### src/rtl/reg_counter_pkg.sv
// Shared encodings for the register counter bank.
//   mode_e   : per-fire update mode (count, transfer, ALU write-back, clear)
//   alu_op_e : ALU operation applied to the two selected operands
package reg_counter_pkg;

  typedef enum logic [1:0] {
    MODE_COUNT = 2'b00,
    MODE_XFER  = 2'b01,
    MODE_ALU   = 2'b10,
    MODE_CLR   = 2'b11
  } mode_e;

  typedef enum logic [1:0] {
    OP_ADD = 2'b00,
    OP_SUB = 2'b01,
    OP_AND = 2'b10,
    OP_OR  = 2'b11
  } alu_op_e;

endpackage

### src/rtl/rc_alu.sv
// Combinational ALU shared by every ALU-mode destination of the bank.
// Ports:
//   a, b   : WIDTH-bit operands
//   op     : OP_ADD / OP_SUB / OP_AND / OP_OR
//   result : WIDTH-bit result (add/sub wrap)
//   carry  : carry-out on add, borrow (a < b) on sub, 0 on and/or
module rc_alu
  import reg_counter_pkg::*;
#(
  parameter int WIDTH = 4
) (
  input  logic [WIDTH-1:0] a,
  input  logic [WIDTH-1:0] b,
  input  logic [1:0]       op,
  output logic [WIDTH-1:0] result,
  output logic             carry
);

  logic [WIDTH:0] w_sum;
  logic [WIDTH:0] w_diff;

  assign w_sum  = {1'b0, a} + {1'b0, b};
  // The extra top bit of the extended subtraction is set exactly when a < b.
  assign w_diff = {1'b0, a} - {1'b0, b};

  always_comb begin
    result = '0;
    carry  = 1'b0;
    case (op)
      OP_ADD:  {carry, result} = w_sum;
      OP_SUB:  {carry, result} = w_diff;
      OP_AND:  result = a & b;
      default: result = a | b;
    endcase
  end

endmodule

### src/rtl/reg_counter_bank.sv
// Bank of NUM_REGS registers, each updated once per rising edge of its own
// load request. The update applied is chosen by mode: count (per-register
// direction, wrap or saturate), transfer from another register, ALU
// write-back, or clear.
// Ports:
//   clk, RST   : clock, asynchronous active-high reset
//   load_req   : per-register level request, rising edge fires one update
//   mode       : 00 count, 01 transfer, 10 ALU, 11 clear
//   dir        : per-register count direction (1 = decrement)
//   src_sel    : transfer source / mux_out select
//   alu_a_sel, alu_b_sel, alu_op : ALU operand selects and operation
//   regs_flat  : register i on [i*WIDTH +: WIDTH]
//   mux_out    : combinational value of register src_sel (0 if out of range)
//   carry_flag, zero_flag : flags of the last ALU write-back
//   upd_valid  : pulse in the cycle following any register update
module reg_counter_bank
  import reg_counter_pkg::*;
#(
  parameter int  NUM_REGS = 3,
  parameter int  WIDTH    = 4,
  parameter bit  SAT      = 1'b0,
  localparam int SELW     = $clog2(NUM_REGS)
) (
  input  logic                      clk,
  input  logic                      RST,
  input  logic [NUM_REGS-1:0]       load_req,
  input  logic [1:0]                mode,
  input  logic [NUM_REGS-1:0]       dir,
  input  logic [SELW-1:0]           src_sel,
  input  logic [SELW-1:0]           alu_a_sel,
  input  logic [SELW-1:0]           alu_b_sel,
  input  logic [1:0]                alu_op,
  output logic [NUM_REGS*WIDTH-1:0] regs_flat,
  output logic [WIDTH-1:0]          mux_out,
  output logic                      carry_flag,
  output logic                      zero_flag,
  output logic                      upd_valid
);

  logic [WIDTH-1:0]    r_regs [NUM_REGS];
  logic [NUM_REGS-1:0] r_load_q;
  logic                r_carry;
  logic                r_zero;
  logic                r_upd;

  logic [NUM_REGS-1:0] w_fire;
  logic [WIDTH-1:0]    w_src;
  logic [WIDTH-1:0]    w_a;
  logic [WIDTH-1:0]    w_b;
  logic [WIDTH-1:0]    w_alu_res;
  logic                w_alu_carry;
  logic [WIDTH-1:0]    w_next [NUM_REGS];

  assign w_fire = load_req & ~r_load_q;

  // Decode by matching each legal index, so an index >= NUM_REGS falls
  // through to 0 without ever addressing past the array.
  always_comb begin
    w_src = '0;
    w_a   = '0;
    w_b   = '0;
    for (int i = 0; i < NUM_REGS; i++) begin
      if (src_sel == SELW'(i))   w_src = r_regs[i];
      if (alu_a_sel == SELW'(i)) w_a   = r_regs[i];
      if (alu_b_sel == SELW'(i)) w_b   = r_regs[i];
    end
  end

  rc_alu #(.WIDTH(WIDTH)) u_alu (
    .a      (w_a),
    .b      (w_b),
    .op     (alu_op),
    .result (w_alu_res),
    .carry  (w_alu_carry)
  );

  // Next values are built purely from current register contents, so all
  // registers firing together see pre-update operands.
  always_comb begin
    for (int i = 0; i < NUM_REGS; i++) begin
      w_next[i] = r_regs[i];
      case (mode)
        MODE_COUNT: begin
          if (dir[i]) begin
            if (!(SAT && (r_regs[i] == '0))) w_next[i] = r_regs[i] - WIDTH'(1);
          end else begin
            if (!(SAT && (r_regs[i] == '1))) w_next[i] = r_regs[i] + WIDTH'(1);
          end
        end
        MODE_XFER: w_next[i] = w_src;
        MODE_ALU:  w_next[i] = w_alu_res;
        default:   w_next[i] = '0;
      endcase
    end
  end

  always_ff @(posedge clk or posedge RST) begin
    if (RST) begin
      // History resets to ones so a request already high at release is
      // treated as old and does not fire.
      r_load_q <= '1;
      r_carry  <= 1'b0;
      r_zero   <= 1'b0;
      r_upd    <= 1'b0;
      for (int i = 0; i < NUM_REGS; i++) r_regs[i] <= '0;
    end else begin
      r_load_q <= load_req;
      r_upd    <= |w_fire;
      for (int i = 0; i < NUM_REGS; i++) begin
        if (w_fire[i]) r_regs[i] <= w_next[i];
      end
      if ((|w_fire) && (mode == MODE_ALU)) begin
        r_carry <= w_alu_carry;
        r_zero  <= (w_alu_res == '0);
      end
    end
  end

  for (genvar g = 0; g < NUM_REGS; g++) begin : g_flat
    assign regs_flat[g*WIDTH +: WIDTH] = r_regs[g];
  end

  assign mux_out    = w_src;
  assign carry_flag = r_carry;
  assign zero_flag  = r_zero;
  assign upd_valid  = r_upd;

endmodule

### config.mk
export PLATFORM = sky130hd
export DESIGN_NAME = reg_counter_bank
export DESIGN_NICKNAME = d
export VERILOG_FILES = /design/src/rtl/reg_counter_pkg.sv /design/src/rtl/rc_alu.sv /design/src/rtl/reg_counter_bank.sv
export SDC_FILE = /design/constraint.sdc
export NUM_CORES = 1
export LEC_CHECK = 0
export BUFFER_PORTS_ARGS = -buffer_cell sky130_fd_sc_hd__buf_2
export CAP_MARGIN = 0
export CORE_MARGIN = 2
export CORE_UTILIZATION = 55
export CTS_BUF_LIST = sky130_fd_sc_hd__clkbuf_4 sky130_fd_sc_hd__clkbuf_8
export CTS_CLUSTER_SIZE = 25
export DETAILED_ROUTE_END_ITERATION = 7
export PLACE_DENSITY = 0.8
export SYNTH_ARGS = -nofsm -noshare
export SYNTH_HDL_FRONTEND = slang
export SYNTH_HIERARCHICAL = 1
export SYNTH_SLANG_ARGS = --single-unit
export TNS_END_PERCENT = 1
### constraint.sdc
create_clock -name clk -period 4.8 [get_ports clk]
set_input_delay 0.96 -clock clk [delete_from_list [all_inputs] [get_ports clk]]
set_output_delay 0.96 -clock clk [all_outputs]
set_load 0.1 [all_outputs]
==> flow_metrics.py <==
metrics = {
    "drt": {
        "ant_nets": 0,
        "viasPerCell": 5.742,
        "routed_wl_um": 4395,
        "wl_per_cell_um": 15.31,
        "drt_iter0_drc": 64,
        "dr_total_vias": 1648,
        "dr.pass1.iters": 4,
        "drc": 0,
    },
    "sta": {
        "tns_ps": 0,
        "post-route-period-util_pct": 68.95,
        "slew_headroom_pct": 53.08,
        "finalHoldViolCount": 0,
        "final.setup_skew_ps": 4.199,
        "finalSetupViolations": 0,
        "post-route-min-period_ps": 3310,
        "rsz0062_at_grt": "no",
        "final_max_slew_viol_count": 0,
        "tightestPinTransition_ps": 703.1,
        "fmax_ghz": 0.3022,
    },
    "outcome": {
        "status": "finished clean",
    },
    "global_route": {
        "overflow": 0,
        "gr-usage-met1_pct": 32.75,
        "grt_max_degree": 19,
        "met2_usage_pct": 38.86,
        "grt_pass1_vias": 1579,
        "track_usage_pct": 24.11,
        "antenna_found_initial": 0,
        "grt.busiest_layer": "met2",
        "met3_usage_pct": 4.348,
        "grt_pass1_wl_um": 7383,
    },
    "synth": {
        "post-synth-top-count-cell": "nand2_1",
        "synthFlopType": "dfrtp_1",
        "netlist_top_cells_area": "dfrtp_1 20%, ha_1 12%, mux2i_1 8.6%",
        "ys_top_cells_by_count": "21 x nand2_1, 18 x ha_1, 16 x inv_1, 16 x mux2i_1, 15 x dfrtp_1",
        "synth_cell_type_count": 46,
        "synth.avg_cell_area_um2": 8.847,
        "syn_nets": 252,
        "syn_inst": 211,
        "netlist_area_um2": 1867,
        "synth_top_cell_by_area": "dfrtp_1",
        "synth_top_area_share_pct": 20.11,
        "yosysWarnings": 6,
        "ys_seq_elements": 18,
        "seq_area_frac_synth_pct": 24.33,
        "synth_edf_count": 0,
        "async_flop_share_pct": 100.0,
    },
    "floorplanning": {
        "io_pins": 37,
        "rows": 21,
        "die_h_um": 62.26,
        "die_x_um": 62.26,
        "core_area_um2": 3311,
        "dieArea_um2": 3876,
        "initial_core_util_pct": 56.39,
    },
    "critical_path": {
        "path_class": "input pin to register",
        "path_cells": "buf_2 -> mux2i_1 -> o21ai_0 -> inv_1 -> fa_1 -> mux2i_1 -> xnor2_1 -> nor2_1 -> a21oi_1 -> inv_1 -> a21o_1 -> o21bai_1 -> a31oi_1",
        "crit_arrival_ps": 3540,
        "max_stage_delay_ps": 520,
        "cp.required_ps": 5030,
        "cp_max_fo": 5,
        "slowest_stage": "o21ai_0",
        "end_kind": "register",
        "critPathLaunchType": "input pin",
    },
    "cts": {
        "cts-buffers-inserted": 3,
        "clock_latency_ps": 310,
        "cts_sinks": 18,
        "cts_max_path_buffers": 2,
        "htreeDepth": 1,
        "ctsHoldBuffers": 0,
        "clk_pin_slew_ps": 100,
        "post_cts_buffers": 0,
        "root_buffer": "clkbuf_4",
        "cts_resized": 0,
        "cts_tree": "built",
    },
    "final_layout": {
        "final_util_pct": 62.66,
        "syn_to_final_growth_pct": 11.13,
        "drive_above_1_share_pct": 22.41,
        "fin_area_um2": 2074,
        "antenna_cells": 0,
        "final_nets": 283,
    },
    "power_and_ir_drop": {
        "peakVddDrop_mv": 0.2997,
        "pwr_density_cell_nw_per_um2": 447.1,
        "totalPowerFinal_mw": 0.9276,
        "leakage_nw": 0.9881,
    },
    "placed_design": {
        "routabilityCongestion": 0.9350,
        "postPlaceCellArea_um2": 2038,
        "dp_hpwl_um": 3440,
        "portBuffers": 36,
    },
    "run": {
        "cap_violations": 0,
    },
    "hold_path": {
        "hp-class": "register to register",
    },
}
==> stage by stage <==
stage / hold slack (ps) / setup slack, ps / instances
final: 519.2 / 1490 / 287
after global routing: 543.1 / 1238 / 287
after CTS: 524.1 / 1518 / 287
after global placement: 496.7 / 1312 / 283
after floorplan: 676.4 / 432.2 / 211
after detailed placement: 497.0 / 1201 / 283
==> worst max-delay path: cells and delay by family <==
kind / cells / cell delay [ps]
xor gates and xnor gates: 1 / 140
muxes: 2 / 290
adders and majority gates: 1 / 490
and+or+nand+nor: 1 / 50
buffers and inverters: 3 / 380
AOI/OAI and AO/OA: 5 / 1220
==> placed cells by master (no fill, tap or decap), types with 13 or more instances in the layout <==
cell type / Yosys / routed
nand2_1: 21 / 21
buf_2: 2 / 36
a21oi_1: 13 / 13
dfrtp_1: 15 / 15
mux2i_1: 16 / 16
ha_1: 18 / 18
nor2_1: 13 / 13
o21ai_0: 13 / 13
inv_1: 16 / 16
==> area by class of cell <==
cell class                 count  area, um2
clock buffer                   4      36.28
multi-input combinational    166       1282
sequential                    18      454.2
inverter                      17      63.81
timing repair buffer          36      180.2
tap                           46      57.56
fill                         302       1236
==> path summary, 6_finish.rpt <==
kind | start | end | slack (ps) | cells after the start
max reg2reg | regs_flat[5] | regs_flat[10] | 1750 | 12
max | alu_a_sel[0] | regs_flat[10] | 1490 | 13
min in group asynchronous | RST | regs_flat[6] | 740 | 2
min | carry_flag | carry_flag | 520 | 1
max in group asynchronous | RST | carry_flag | 3610 | 2
min reg2reg | carry_flag | carry_flag | 520 | 1
==> power by group <==
group,leakage (nW),total [mW],internal (mW),switching [mW]
clock,0.0210,0.0959,0.0464,0.0495
sequential,0.210,0.239,0.180,0.0583
combinational,0.757,0.593,0.164,0.429
total,0.988,0.928,0.391,0.537
==> per-layer routing <==
metal	wire (um)	up-vias
met2	1985	55
met4	106	0
met3	272	11
met5	0	-
met1	2030	782
li1	-	800
==> registers in the layout, indices dropped and copies added (netlist names) <==
register,count
regs_flat,12
r_load_q,3
carry_flag,1
upd_valid,1
zero_flag,1
==> cell families (layout without fill, tap and decap cells) <==
kind of cell               count (synthesis)  after routing  synth area share [%]
buffers and inverters                     27             57                 6.970
adders and majority gates                 23             23                 17.43
xor gates and xnor gates                   7              7                 3.284
DFF                                       18             18                 24.33
muxes                                     20             20                 12.00
AOI/OAI and AO/OA                         56             56                 19.30
and+or+nand+nor                           60             60                 16.69
No activity file was read; power rests on OpenSTA's default activity.
